<file path="config.mk">
export PLATFORM = sky130hd
export DESIGN_NAME = pipe_stall_ctrl
export DESIGN_NICKNAME = d
export VERILOG_FILES = /design/src/rtl/cpu_pkg.sv /design/src/rtl/hazard_detect.sv /design/src/rtl/pipe_stall_ctrl.sv
export SDC_FILE = /design/constraint.sdc
export NUM_CORES = 1
export LEC_CHECK = 0
export ABC_CLOCK_PERIOD_IN_PS = 2100
export CELL_PAD_IN_SITES_DETAIL_PLACEMENT = 0
export CELL_PAD_IN_SITES_GLOBAL_PLACEMENT = 2
export CORE_ASPECT_RATIO = 2
export CORE_UTILIZATION = 38
export CTS_CLUSTER_DIAMETER = 80
export DETAILED_ROUTE_END_ITERATION = 8
export DONT_BUFFER_PORTS = 1
export GPL_TIMING_DRIVEN = 0
export PLACE_DENSITY = 0.8
export SETUP_SLACK_MARGIN = 0.15
export SKIP_CTS_REPAIR_TIMING = 1
export SLEW_MARGIN = 20
export SYNTH_ARGS = -nofsm -noshare
export SYNTH_HDL_FRONTEND = slang
export SYNTH_SLANG_ARGS = --single-unit
</file>
<file path="constraint.sdc">
create_clock -name clk -period 2.1 [get_ports clk]
set_input_delay 0.21 -clock clk [delete_from_list [all_inputs] [get_ports clk]]
set_output_delay 0.21 -clock clk [all_outputs]
set_load 0.005 [all_outputs]
</file>
<file path="src/rtl/cpu_pkg.sv">
// Shared CPU definitions: stall-sequencer state encoding and register-index width.
package cpu_pkg;

   localparam int unsigned REG_W = 5;

   typedef enum logic [1:0] {
      RUN      = 2'd0,
      MEM_WAIT = 2'd1,
      FAULT    = 2'd2
   } stall_state_t;

endpackage : cpu_pkg

</file>
<file path="src/rtl/hazard_detect.sv">
// Load-use hazard compare between the load in EX and the source registers read in ID.
module hazard_detect
   import cpu_pkg::*;
#(
   parameter int unsigned REG_W = cpu_pkg::REG_W
) (
   input  logic [REG_W-1:0] id_rs1,
   input  logic [REG_W-1:0] id_rs2,
   input  logic             id_use_rs1,
   input  logic             id_use_rs2,
   input  logic [REG_W-1:0] ex_rd,
   input  logic             ex_mem_reg,
   output logic             load_use
);

   always_comb begin
      load_use = 1'b0;
      // x0 is hardwired zero, so a load targeting it can never create a dependency
      if (ex_mem_reg && (ex_rd != '0)) begin
         load_use = (id_use_rs1 && (id_rs1 == ex_rd)) ||
                    (id_use_rs2 && (id_rs2 == ex_rd));
      end
   end

endmodule : hazard_detect

</file>
<file path="src/rtl/pipe_stall_ctrl.sv">
// Central stall/flush sequencer for the 5-stage pipeline: load-use, branch, dmem wait,
// wait-timeout watchdog with sticky fault, and saturating stall-cycle counter.
module pipe_stall_ctrl
   import cpu_pkg::*;
#(
   parameter int unsigned TIMEOUT_CYCLES = 255,
   parameter int unsigned CNT_W          = 32,
   parameter int unsigned REG_W          = cpu_pkg::REG_W
) (
   input  logic             clk,
   input  logic             reset,
   input  logic [REG_W-1:0] id_rs1,
   input  logic [REG_W-1:0] id_rs2,
   input  logic             id_use_rs1,
   input  logic             id_use_rs2,
   input  logic [REG_W-1:0] ex_rd,
   input  logic             ex_mem_reg,
   input  logic             ex_branch_tkn,
   input  logic             mem_access,
   input  logic             dmem_ready,
   output logic             dmem_req,
   output logic             pc_en,
   output logic             if_id_en,
   output logic             if_id_flush,
   output logic             id_ex_en,
   output logic             id_ex_flush,
   output logic             ex_mem_en,
   output logic             mem_wb_en,
   output logic             mem_wb_flush,
   output logic             fault,
   output logic [CNT_W-1:0] stall_cycles
);

   localparam int unsigned WAIT_W = $clog2(TIMEOUT_CYCLES + 1);

   stall_state_t      state, state_nxt;
   logic [WAIT_W-1:0] wait_cnt, wait_nxt;
   logic              load_use;
   logic              mem_stall;
   logic              stall_inc;

   hazard_detect #(
      .REG_W (REG_W)
   ) u_hazard_detect (
      .id_rs1     (id_rs1),
      .id_rs2     (id_rs2),
      .id_use_rs1 (id_use_rs1),
      .id_use_rs2 (id_use_rs2),
      .ex_rd      (ex_rd),
      .ex_mem_reg (ex_mem_reg),
      .load_use   (load_use)
   );

   assign mem_stall = (state != FAULT) && mem_access && !dmem_ready;
   assign fault     = (state == FAULT);
   assign stall_inc = !reset && !pc_en && (state != FAULT);

   always_comb begin
      dmem_req     = 1'b0;
      pc_en        = 1'b0;
      if_id_en     = 1'b0;
      if_id_flush  = 1'b0;
      id_ex_en     = 1'b0;
      id_ex_flush  = 1'b0;
      ex_mem_en    = 1'b0;
      mem_wb_en    = 1'b0;
      mem_wb_flush = 1'b0;
      if (!reset && (state != FAULT)) begin
         dmem_req = mem_access;
         if (mem_stall) begin
            // MEM/WB takes a bubble so the held instruction is not written back twice
            mem_wb_en    = 1'b1;
            mem_wb_flush = 1'b1;
         end else if (ex_branch_tkn) begin
            pc_en       = 1'b1;
            if_id_en    = 1'b1;
            if_id_flush = 1'b1;
            id_ex_en    = 1'b1;
            id_ex_flush = 1'b1;
            ex_mem_en   = 1'b1;
            mem_wb_en   = 1'b1;
         end else if (load_use) begin
            id_ex_en    = 1'b1;
            id_ex_flush = 1'b1;
            ex_mem_en   = 1'b1;
            mem_wb_en   = 1'b1;
         end else begin
            pc_en     = 1'b1;
            if_id_en  = 1'b1;
            id_ex_en  = 1'b1;
            ex_mem_en = 1'b1;
            mem_wb_en = 1'b1;
         end
      end
   end

   always_comb begin
      state_nxt = state;
      wait_nxt  = wait_cnt;
      case (state)
         RUN: begin
            if (mem_stall) begin
               state_nxt = MEM_WAIT;
               wait_nxt  = WAIT_W'(1);
            end
         end
         MEM_WAIT: begin
            // a dropped mem_access also releases the wait
            if (!mem_stall) begin
               state_nxt = RUN;
               wait_nxt  = '0;
            end else if (wait_cnt == WAIT_W'(TIMEOUT_CYCLES)) begin
               state_nxt = FAULT;
            end else begin
               wait_nxt = wait_cnt + WAIT_W'(1);
            end
         end
         FAULT:   state_nxt = FAULT;
         default: state_nxt = RUN;
      endcase
   end

   always_ff @(posedge clk or posedge reset) begin
      if (reset) begin
         state        <= RUN;
         wait_cnt     <= '0;
         stall_cycles <= '0;
      end else begin
         state    <= state_nxt;
         wait_cnt <= wait_nxt;
         if (stall_inc && (stall_cycles != '1)) begin
            stall_cycles <= stall_cycles + CNT_W'(1);
         end
      end
   end

endmodule : pipe_stall_ctrl

</file>
## Word level (Yosys, flattened, before mapping)

Cells that the tools add are included.

- Register bits after elaboration: 42
- Output and inout port bits: 42
- Logic and storage cells: 59

- Add/sub/neg operators: 2
- Equal/unequal tests: 10
- Multiplexer cells: 26
- Reduce and logical (&&, ||, !) cells: 18

Operator list:

| operator | count |
|---|---|
| adder 32 x 1 -> 32 bit (second input constant) | 1 |
| != test 32 bit (second input constant) | 1 |
| 2-to-1 mux 8 bit | 3 |
| 2-to-1 mux 1 bit | 18 |
| one-hot mux 8 bit (2 select lines) | 1 |
| == test 5 bit | 2 |
| logical AND 1 bit | 9 |
| adder 8 x 1 -> 8 bit (second input constant) | 1 |
| == test 8 bit (second input constant) | 1 |
| 2-to-1 mux 2 bit | 3 |
| != test 3 bit (second input constant) | 2 |
| one-hot mux 2 bit (3 select lines) | 1 |
| nonzero test 5 bit | 1 |
| != test 2 bit (second input constant) | 2 |
| zero test 1 bit | 3 |
| AND reduction 3 bit | 1 |
| == test 2 x 1 -> 1 bit (second input constant) | 1 |
| == test 2 bit (second input constant) | 1 |
| zero test 2 bit | 1 |
| AND reduction 2 bit | 1 |
| nonzero test 2 bit | 1 |
| logical OR 1 bit | 1 |

## Longest topological paths before layout

Gate-level depths: netlist (run 1).

- Word-level depth: 12
- Mapped depth: 8
- Mapped depth without buffers: 7

## Cells and area by module

Synthesis (run 1) repeated with hierarchy kept, for this count alone.

- Cell total of the unflattened synthesis: 246
- Area, all modules: 2401.1 um^2

By module, submodules not included:

| module | instances | cells each | area an instance (um^2) | sequential area each (um^2) |
|---|---|---|---|---|
| pipe_stall_ctrl | 1 | 229 | 2267.2 | 1051.0 |
| hazard_detect | 1 | 17 | 133.9 | 0.0 |

## Worst setup path before layout (run 1)

No wires, ideal clock.

- Path kind: reg2reg
- Start point: register stall_cycles[8]
- End point: register stall_cycles[7]
- Library setup time: 139 ps
- Arrival time: 1764 ps
- Data required time: 1961 ps
- Slack: 197 ps
- Stages on the path, launching flop included: 9
- Period minus slack after synthesis: 1903 ps
- Cell sequence: dfrtp_1 and3_1 buf_2 nand4_2 nand3b_4 o31ai_4 buf_6 nor4b_1 xor2_1

- Longest elaborated chain between the ends: 2

Ends and longest elaborated chain:

| item | RTL line | source |
|---|---|---|
| start: declaration | pipe_stall_ctrl.sv:31 | `output logic [CNT_W-1:0] stall_cycles` |
| start signal: assignment | pipe_stall_ctrl.sv:132 | `stall_cycles <= stall_cycles + CNT_W'(1);` |
| != test 32 bit | pipe_stall_ctrl.sv:131 | `if (stall_inc && (stall_cycles != '1)) begin` |
| logical AND 1 bit | pipe_stall_ctrl.sv:131 |  |

Every way passes these cells.
A chain may end at the register's enable or synchronous reset.

## Final worst setup path (run 1)

- Start point: register stall_cycles[9]
- End point: register stall_cycles[1]

Same word-level chain as after synthesis.

==> results of run 1 <==
==> power groups by stage <==
stage / Sequential [mW] / Combinational (mW) / Clock, mW
finish: 1.04 / 0.347 / 0.866
floorplan: 0.983 / 0.208 / 0
CTS: 1.01 / 0.271 / 0.887
global route: 1.06 / 0.380 / 0.916
detailed placement: 1.02 / 0.271 / 0
global placement: 1.02 / 0.259 / 0
==> per-layer routing <==
metal	wire, µm	share of wire, %	global-route usage [%]
met5	0	0	0
met1	2130	34	17.7
met2	3680	60	36.1
met4	79	1.3	7.32
met3	280	4.5	4.00
==> state kept, by name, summed over array words and instances, names as in the netlist <==
| signal | cells |
|---|---|
| wait_cnt | 8 |
| stall_cycles | 32 |
| state | 2 |
==> stage by stage <==
| stage | TNS [ps] | util, % | hold slack [ps] |
|---|---|---|---|
| after floorplan | 0 | - | 431 |
| after global placement | -5130 | 40.5 | 462 |
| after detailed placement | -6170 | 41.0 | 189 |
| after CTS | -7140 | 43.7 | -110 |
| after global routing | 0 | 50.6 | 232 |
| final | 0 | 50.6 | 194 |
==> worst max path at each step <==
| stage | startpoint | cells past startpoint | slack, ps | to |
|---|---|---|---|---|
| detailed placement | state[1] | 7 | -230 | stall_cycles[21] |
| floorplan | stall_cycles[8] | 8 | 200 | stall_cycles[7] |
| global route | stall_cycles[9] | 8 | 30 | stall_cycles[8] |
| global placement | state[1] | 7 | -220 | stall_cycles[21] |
| finish | stall_cycles[9] | 8 | 90 | stall_cycles[1] |
| CTS | state[1] | 6 | -510 | pc_en |
==> synthesized netlist by cell type, drive strengths merged <==
library cell / count
a21boi: 2
a21o: 1
a21oi: 6
and2: 2
and3: 7
and4: 2
buf: 9
clkbuf: 2
dfrtp: 42
ha: 2
inv: 3
mux2: 1
nand2: 13
nand2b: 1
nand3: 18
nand3b: 2
nand4: 10
nor2: 13
nor2b: 2
nor3: 16
nor3b: 1
nor4: 15
nor4b: 2
o21a: 1
o21ai: 7
o22ai: 2
o31ai: 1
or2: 1
or3: 5
or4: 1
xnor2: 12
xor2: 33
==> cell type report <==
| class | count | area [µm²] |
|---|---|---|
| buffer | 11 | 101 |
| clock buffer | 7 | 133 |
| clock inverter | 1 | 30.0 |
| fill | 549 | 2940 |
| inverter | 3 | 11.3 |
| multi-input combinational | 179 | 1430 |
| sequential | 42 | 1070 |
| tap | 63 | 78.8 |
| timing repair buffer | 15 | 169 |
==> cells by family (layout without fill, tap and decap cells) <==
logic type | Yosys count | in the layout
adders and majority gates | 2 | 2
and+or+nand+nor | 111 | 111
DFF | 42 | 42
muxes | 1 | 1
buffers and inverters | 14 | 37
AOI/OAI and AO/OA | 20 | 20
xor gates and xnor gates | 45 | 45
==> metrics.md, run 1 <==
| Metric | Value |
|---|---|
| Status | finished with violations |
| Failing checks | design-rule violations |
| Type of the setup path with the least slack | register to register |
| Capture point of the worst reg-to-reg path | stall_cycles[1] |
| Dpl cells | 299 |
| Actual slew at the worst max-slew pin | 588 ps |
| Commonest non-fill, non-tap cells in the layout | xor2_1 (33), dfrtp_1 (29), nand3_1 (15) |
| TritonCTS clock tree | built |
| Sequential share of the synthesized area | 45.0% |
| Portion of the clock cycle consumed by the worst path in the final layout | 95.9% |
| Hold Fails Final Rpt | 0 |
| Reg-to-reg startpoint | stall_cycles[9] |
| Maximum count of clock buffers along a single path | 2 |
| Number of nets with antenna violations after detailed routing | 0 |
| Leading area contributor after synthesis | dfrtp_1 |
| Overall Power | 2.25 mW |
| Core Rows | 40 |
| Number of top-level pins | 65 |
| Total count of max-transition violations in the final report | 0 |
| Area growth, synth to finish | 29.2% |
| Unrepaired setup endpoints after global routing | yes |
| Final Instance Area | 3020 µm² |
| Setup skew after layout | 4.96 ps |
| Clock tree root buffer cell | clkbuf_16 |
| Combinational cell fraction of total power | 15.4% |
| Average size of a mapped cell | 9.94 µm² |
| Via Count | 1852 |
| Fraction of power spent switching nets | 28.1% |
| GP Congestion | 0.757 |
| Number of antenna cells inserted | 0 |
| DRC violation total after the first TritonRoute iteration | 84 |
| CP max stage cell | dfrtp_1 |
| Top cells by area, synth | dfrtp_1 (45%), xor2_1 (12%), xnor2_1 (4.5%) |
| First-pass GRT wire length | 9200 µm |
| Net total in the final layout | 282 |
| Die height | 113 µm |
| Die Width | 57.4 µm |
| Main combinational cell family by area after synthesis | simple AND/OR/NAND/NOR gates |
| Minimum setup slack after placement | -234 ps |
| Floorplan die area | 6480 µm² |
| Final critical-path required period | 2010 ps |
| Maximum cell stage delay along the critical path | 430 ps |
| # port buffers | 0 |
| Area share of and/or/nand/nor cells after synthesis | 26.8% |
| Total of endpoints with negative setup slack in the final report | 0 |
| Gate count of the mapped netlist | 235 |
| Total number of clock tree sinks | 42 |
| Largest voltage drop on the vdd net | 0.595 mV |
| Total CTS buffers | 5 |
| Headroom to the max-slew limit | 60.7% |
| Cell internal power dissipation | 1.62 mW |
| Maximum number of pins on one net before global-route repair | 25 |
| Number of vias per cell after detailed routing | 5.77 |
| Clock-pin slew on the worst setup and hold paths | 60 ps |
| Post-layout worst setup margin | 85.7 ps |
| Final Non-Filler Cells | 321 |
| Number of distinct library cells after synthesis | 38 |
| Yosys warning count | 0 |
| Worst-skew pair later-pin latency | 280 ps |
| Core ar. | 5960 µm² |
| Startpoint types | register |
| Start point of the worst hold path | mem_access |
| Number of antenna violations at the first check in global routing | 0 |
| Number of max-capacitance violations reported | 0 |
| Leading cell type in the layout, fill and taps excluded | xor2_1 |
| Synthesized cell area | 2330 µm² |
| Effective utilization at floorplan | 39.2% |
| Drt drc | 5 |
| Cell depth of the worst hold path | 2 |
| Net count after synthesis | 260 |
| H-Tree Level Count | 2 |
| Multiplexer fraction of the synthesized cell area | 0.482% |
| Drt wl/cell | 19.2 µm |
| Clock Power Share | 38.4% |
| Area post-placement | 2440 µm² |
| First drt pass iteration count | 6 |
| Hpwl dp | 4310 µm |
| Number of global-route vias before repair | 1891 |
| End of the worst hold path | wait_cnt[1] |
| Critical-path cell list | and3_4 > buf_6 > nand4_4 > nand3b_4 > o31ai_4 > buf_4 > nor2_2 > mux2_2 |
| Setup slack of the most critical reg-to-reg path | 90 ps |
| Timing-limited maximum frequency | 0.496 GHz |
| Worst path required time | 2260 ps |
| Tot GR Track Use | 18.5% |
| CP delay by family, top | simple AND/OR/NAND/NOR gates |
| Endpoint type of the worst setup path | register |
| Routed Wire Length | 6170 µm |
| Path type of the worst min-delay path | primary input to register |
| Compound-cell area share of the yosys netlist | 6.00% |
| Arrival time of data at the critical path endpoint | 2180 ps |
| Ratio of cells with drive above 1 in the final layout | 29.8% |
| Buf+Inv Stages, Crit Path | 2 |
| Psw | 0.633 mW |
| Arithmetic-cell share of the synthesized area counting full adders, half adders and majority gates | 1.07% |
| XOR/XNOR Fraction of Synth Area | 16.9% |
| Leak | 1.36 nW |
| Crit path max fanout | 6 |
| #FFs+latches synth | 42 |
| Share of power burned in registers | 46.2% |
| GRT Residual Overflow | 0 |
| R2R cell count | 8 |
| Power per cell area | 747 nW/µm² |
| Share of the synthesized area in the top cell type | 45.0% |
Power figures use the tool's default switching activity.
==> run 2, diff against run 1 <==
--- a/config.mk
+++ b/config.mk
@@ -15,6 +15,7 @@
 export DONT_BUFFER_PORTS = 1
 export GPL_TIMING_DRIVEN = 0
 export PLACE_DENSITY = 0.8
+export RECOVER_POWER = 25
 export SETUP_SLACK_MARGIN = 0.15
 export SKIP_CTS_REPAIR_TIMING = 1
 export SLEW_MARGIN = 20
==> run 2 against run 1 <==
Against the previous run:
- the flow still finishes with violations (design-rule violations)
- critical endpoint unchanged
- global-route usage unchanged
- wire length about the same
- non-clock buffer count did not move
- register-to-register slack about the same
- maximum frequency fell by 0.42%
- final cell count stayed put
- total power shrank 0.18%
- sequential share of layout area down 0.11 points
- largest power group unchanged
- combinational power hardly changed
- worst setup slack worse by 8.4 ps
- design area shrank 0.17%
==> metrics.md, run 2 (synthesis gave the netlist of run 1 again) <==
| Metric | Value |
|---|---|
| Status | finished with violations |
| Failing checks | design-rule violations |
| Crit path max fanout | 5 (-1) |
| Die height | 113 µm (unchanged) |
| DRC violation total after the first TritonRoute iteration | 84 (unchanged) |
| Path type of the worst min-delay path | primary input to register |
| Portion of the clock cycle consumed by the worst path in the final layout | 96.3% (+0.40 points) |
| Met1 Routed Length | 2130 µm (unchanged) |
| Top layer reached by signal wires | met4 |
| GP Congestion | 0.757 (unchanged) |
| Total count of max-transition violations in the final report | 0 (unchanged) |
| Number of antenna cells inserted | 0 (unchanged) |
| Worst path required time | 2260 ps (about the same) |
| Hpwl dp | 4310 µm (unchanged) |
| Dpl cells | 299 (unchanged) |
| Tot GR Track Use | 18.5% (unchanged) |
| Register with the most flip-flops | stall_cycles |
| Core Rows | 40 (unchanged) |
| Hold Fails Final Rpt | 0 (unchanged) |
| Setup slack of the most critical reg-to-reg path | 80 ps (about the same) |
| CP max stage cell | dfrtp_1 |
| First-pass GRT wire length | 9200 µm (unchanged) |
| Power per cell area | 747 nW/µm² (about the same) |
| Endpoint type of the worst setup path | register |
| Startpoint types | register |
| Max reg flops | 32 (unchanged) |
| H-Tree Level Count | 2 (unchanged) |
| Floorplan die area | 6480 µm² (unchanged) |
| Number of antenna violations at the first check in global routing | 0 (unchanged) |
| Total CTS buffers | 5 (unchanged) |
| Actual slew at the worst max-slew pin | 1070 ps (+478 ps) |
| Routed Wire Length | 6170 µm (about the same) |
| Maximum cell stage delay along the critical path | 440 ps (about the same) |
| Buf+Inv Stages, Crit Path | 1 (-1) |
| GRT Residual Overflow | 0 (unchanged) |
| Met2 layer wire length in the routed design | 3680 µm (unchanged) |
| Total number of clock tree sinks | 42 (unchanged) |
| Setup skew after layout | 4.96 ps (-0.000730 ps) |
| Critical-path cell list | and4_1 > and3_1 > nand3_2 > o31ai_4 > buf_4 > nor2_2 > mux2_2 |
| TritonCTS clock tree | built |
| Clock-pin slew on the worst setup and hold paths | 60 ps (about the same) |
| Number of nets with antenna violations after detailed routing | 0 (unchanged) |
| Wire length on met3 | 280 µm (unchanged) |
| Type of the setup path with the least slack | register to register |
| Final critical-path required period | 2020 ps (+8.42 ps) |
| Largest registers in the final layout | stall_cycles: 32 flops, wait_cnt: 8 flops, state: 2 flops |
| # port buffers | 0 (unchanged) |
| Unrepaired setup endpoints after global routing | yes |
| Total of endpoints with negative setup slack in the final report | 0 (unchanged) |
| First drt pass iteration count | 6 (unchanged) |
| Drt wl/cell | 19.2 µm (about the same) |
| Net total in the final layout | 282 (unchanged) |
| Headroom to the max-slew limit | 28.8% (-32 points) |
| Maximum number of pins on one net before global-route repair | 25 (unchanged) |
| Number of top-level pins | 65 (unchanged) |
| Fillers | 551 (+0.36%) |
| Arrival time of data at the critical path endpoint | 2190 ps (about the same) |
| Overall Power | 2.25 mW (-0.18%) |
| Largest voltage drop on the vdd net | 0.595 mV (about the same) |
| Final Non-Filler Cells | 321 (unchanged) |
| CP delay by family, top | simple AND/OR/NAND/NOR gates |
| Clock tree root buffer cell | clkbuf_16 |
| Drt drc | 5 (unchanged) |
| Ratio of cells with drive above 1 in the final layout | 27.9% (-1.9 points) |
| Via Count | 1852 (unchanged) |
| Worst-skew pair later-pin latency | 280 ps (about the same) |
| Core ar. | 5960 µm² (unchanged) |
| Maximum count of clock buffers along a single path | 2 (unchanged) |
| Commonest non-fill, non-tap cells in the layout | xor2_1 (33), dfrtp_1 (33), nand3_1 (15) |
| Timing-limited maximum frequency | 0.494 GHz (-0.42%) |
| Die Width | 57.4 µm (unchanged) |
| Area growth, synth to finish | 28.9% |
| Number of max-capacitance violations reported | 0 (unchanged) |
| Leak | 1.37 nW (+0.49%) |
| Number of global-route vias before repair | 1891 (unchanged) |
| Effective utilization at floorplan | 39.2% (unchanged) |
| Post-Route Setup TNS | 0 ps (unchanged) |
| Number of vias per cell after detailed routing | 5.77 (unchanged) |
==> run 2: cell counts in the layout (fill, tap and decap cells not counted) <==
Identical to the previous run, type by type.
==> run 2: per-stage QoR <==
| stage | hold WS, ps | setup WS, ps | util, % | instance area (µm²) |
|---|---|---|---|---|
| 3_3_place_gp | 462 | -217 | 40.5 | 2410 |
| 4_1_cts | -110 | -508 | 43.7 | 2600 |
| 5_1_grt | 232 | 6.03 | 50.5 | 3010 |
| 2_1_floorplan | 431 | 197 | - | 2330 |
| 6_report | 194 | 77.3 | 50.5 | 3010 |
| 3_5_place_dp | 189 | -234 | 41.0 | 2440 |
==> run 2: metal layers <==
layer	GRT usage [%]	vias to the layer above
met5	0	-
met4	7.32	0
met2	36.1	53
li1	-	882
met1	17.7	910
met3	4.00	7
==> run 2: worst paths after layout <==
path,cells after the start,to,startpoint
setup / recovery,7,stall_cycles[1],stall_cycles[25]
hold / removal,2,wait_cnt[1],mem_access
setup reg to reg,7,stall_cycles[1],stall_cycles[25]
hold reg to reg,1,stall_cycles[14],stall_cycles[14]
max in group asynchronous,2,stall_cycles[15],reset
min in group asynchronous,2,wait_cnt[2],reset
==> run 2: final cells by class <==
type	instances	area (µm²)	area share (%)
buffer	11	101	3.37
sequential	42	1060	35.3
multi-input combinational	179	1430	47.3
timing repair buffer	15	169	5.61
clock inverter	1	30.0	0.998
clock buffer	7	133	4.41
tap	63	78.8	2.62
inverter	3	11.3	0.374
==> run 2: report_power, final <==
group	switching (mW)	internal, mW	leakage [nW]	total, mW
clock	0.304	0.562	0.0781	0.866
sequential	0.147	0.889	0.556	1.04
combinational	0.182	0.165	0.736	0.347
total	0.633	1.62	1.37	2.25
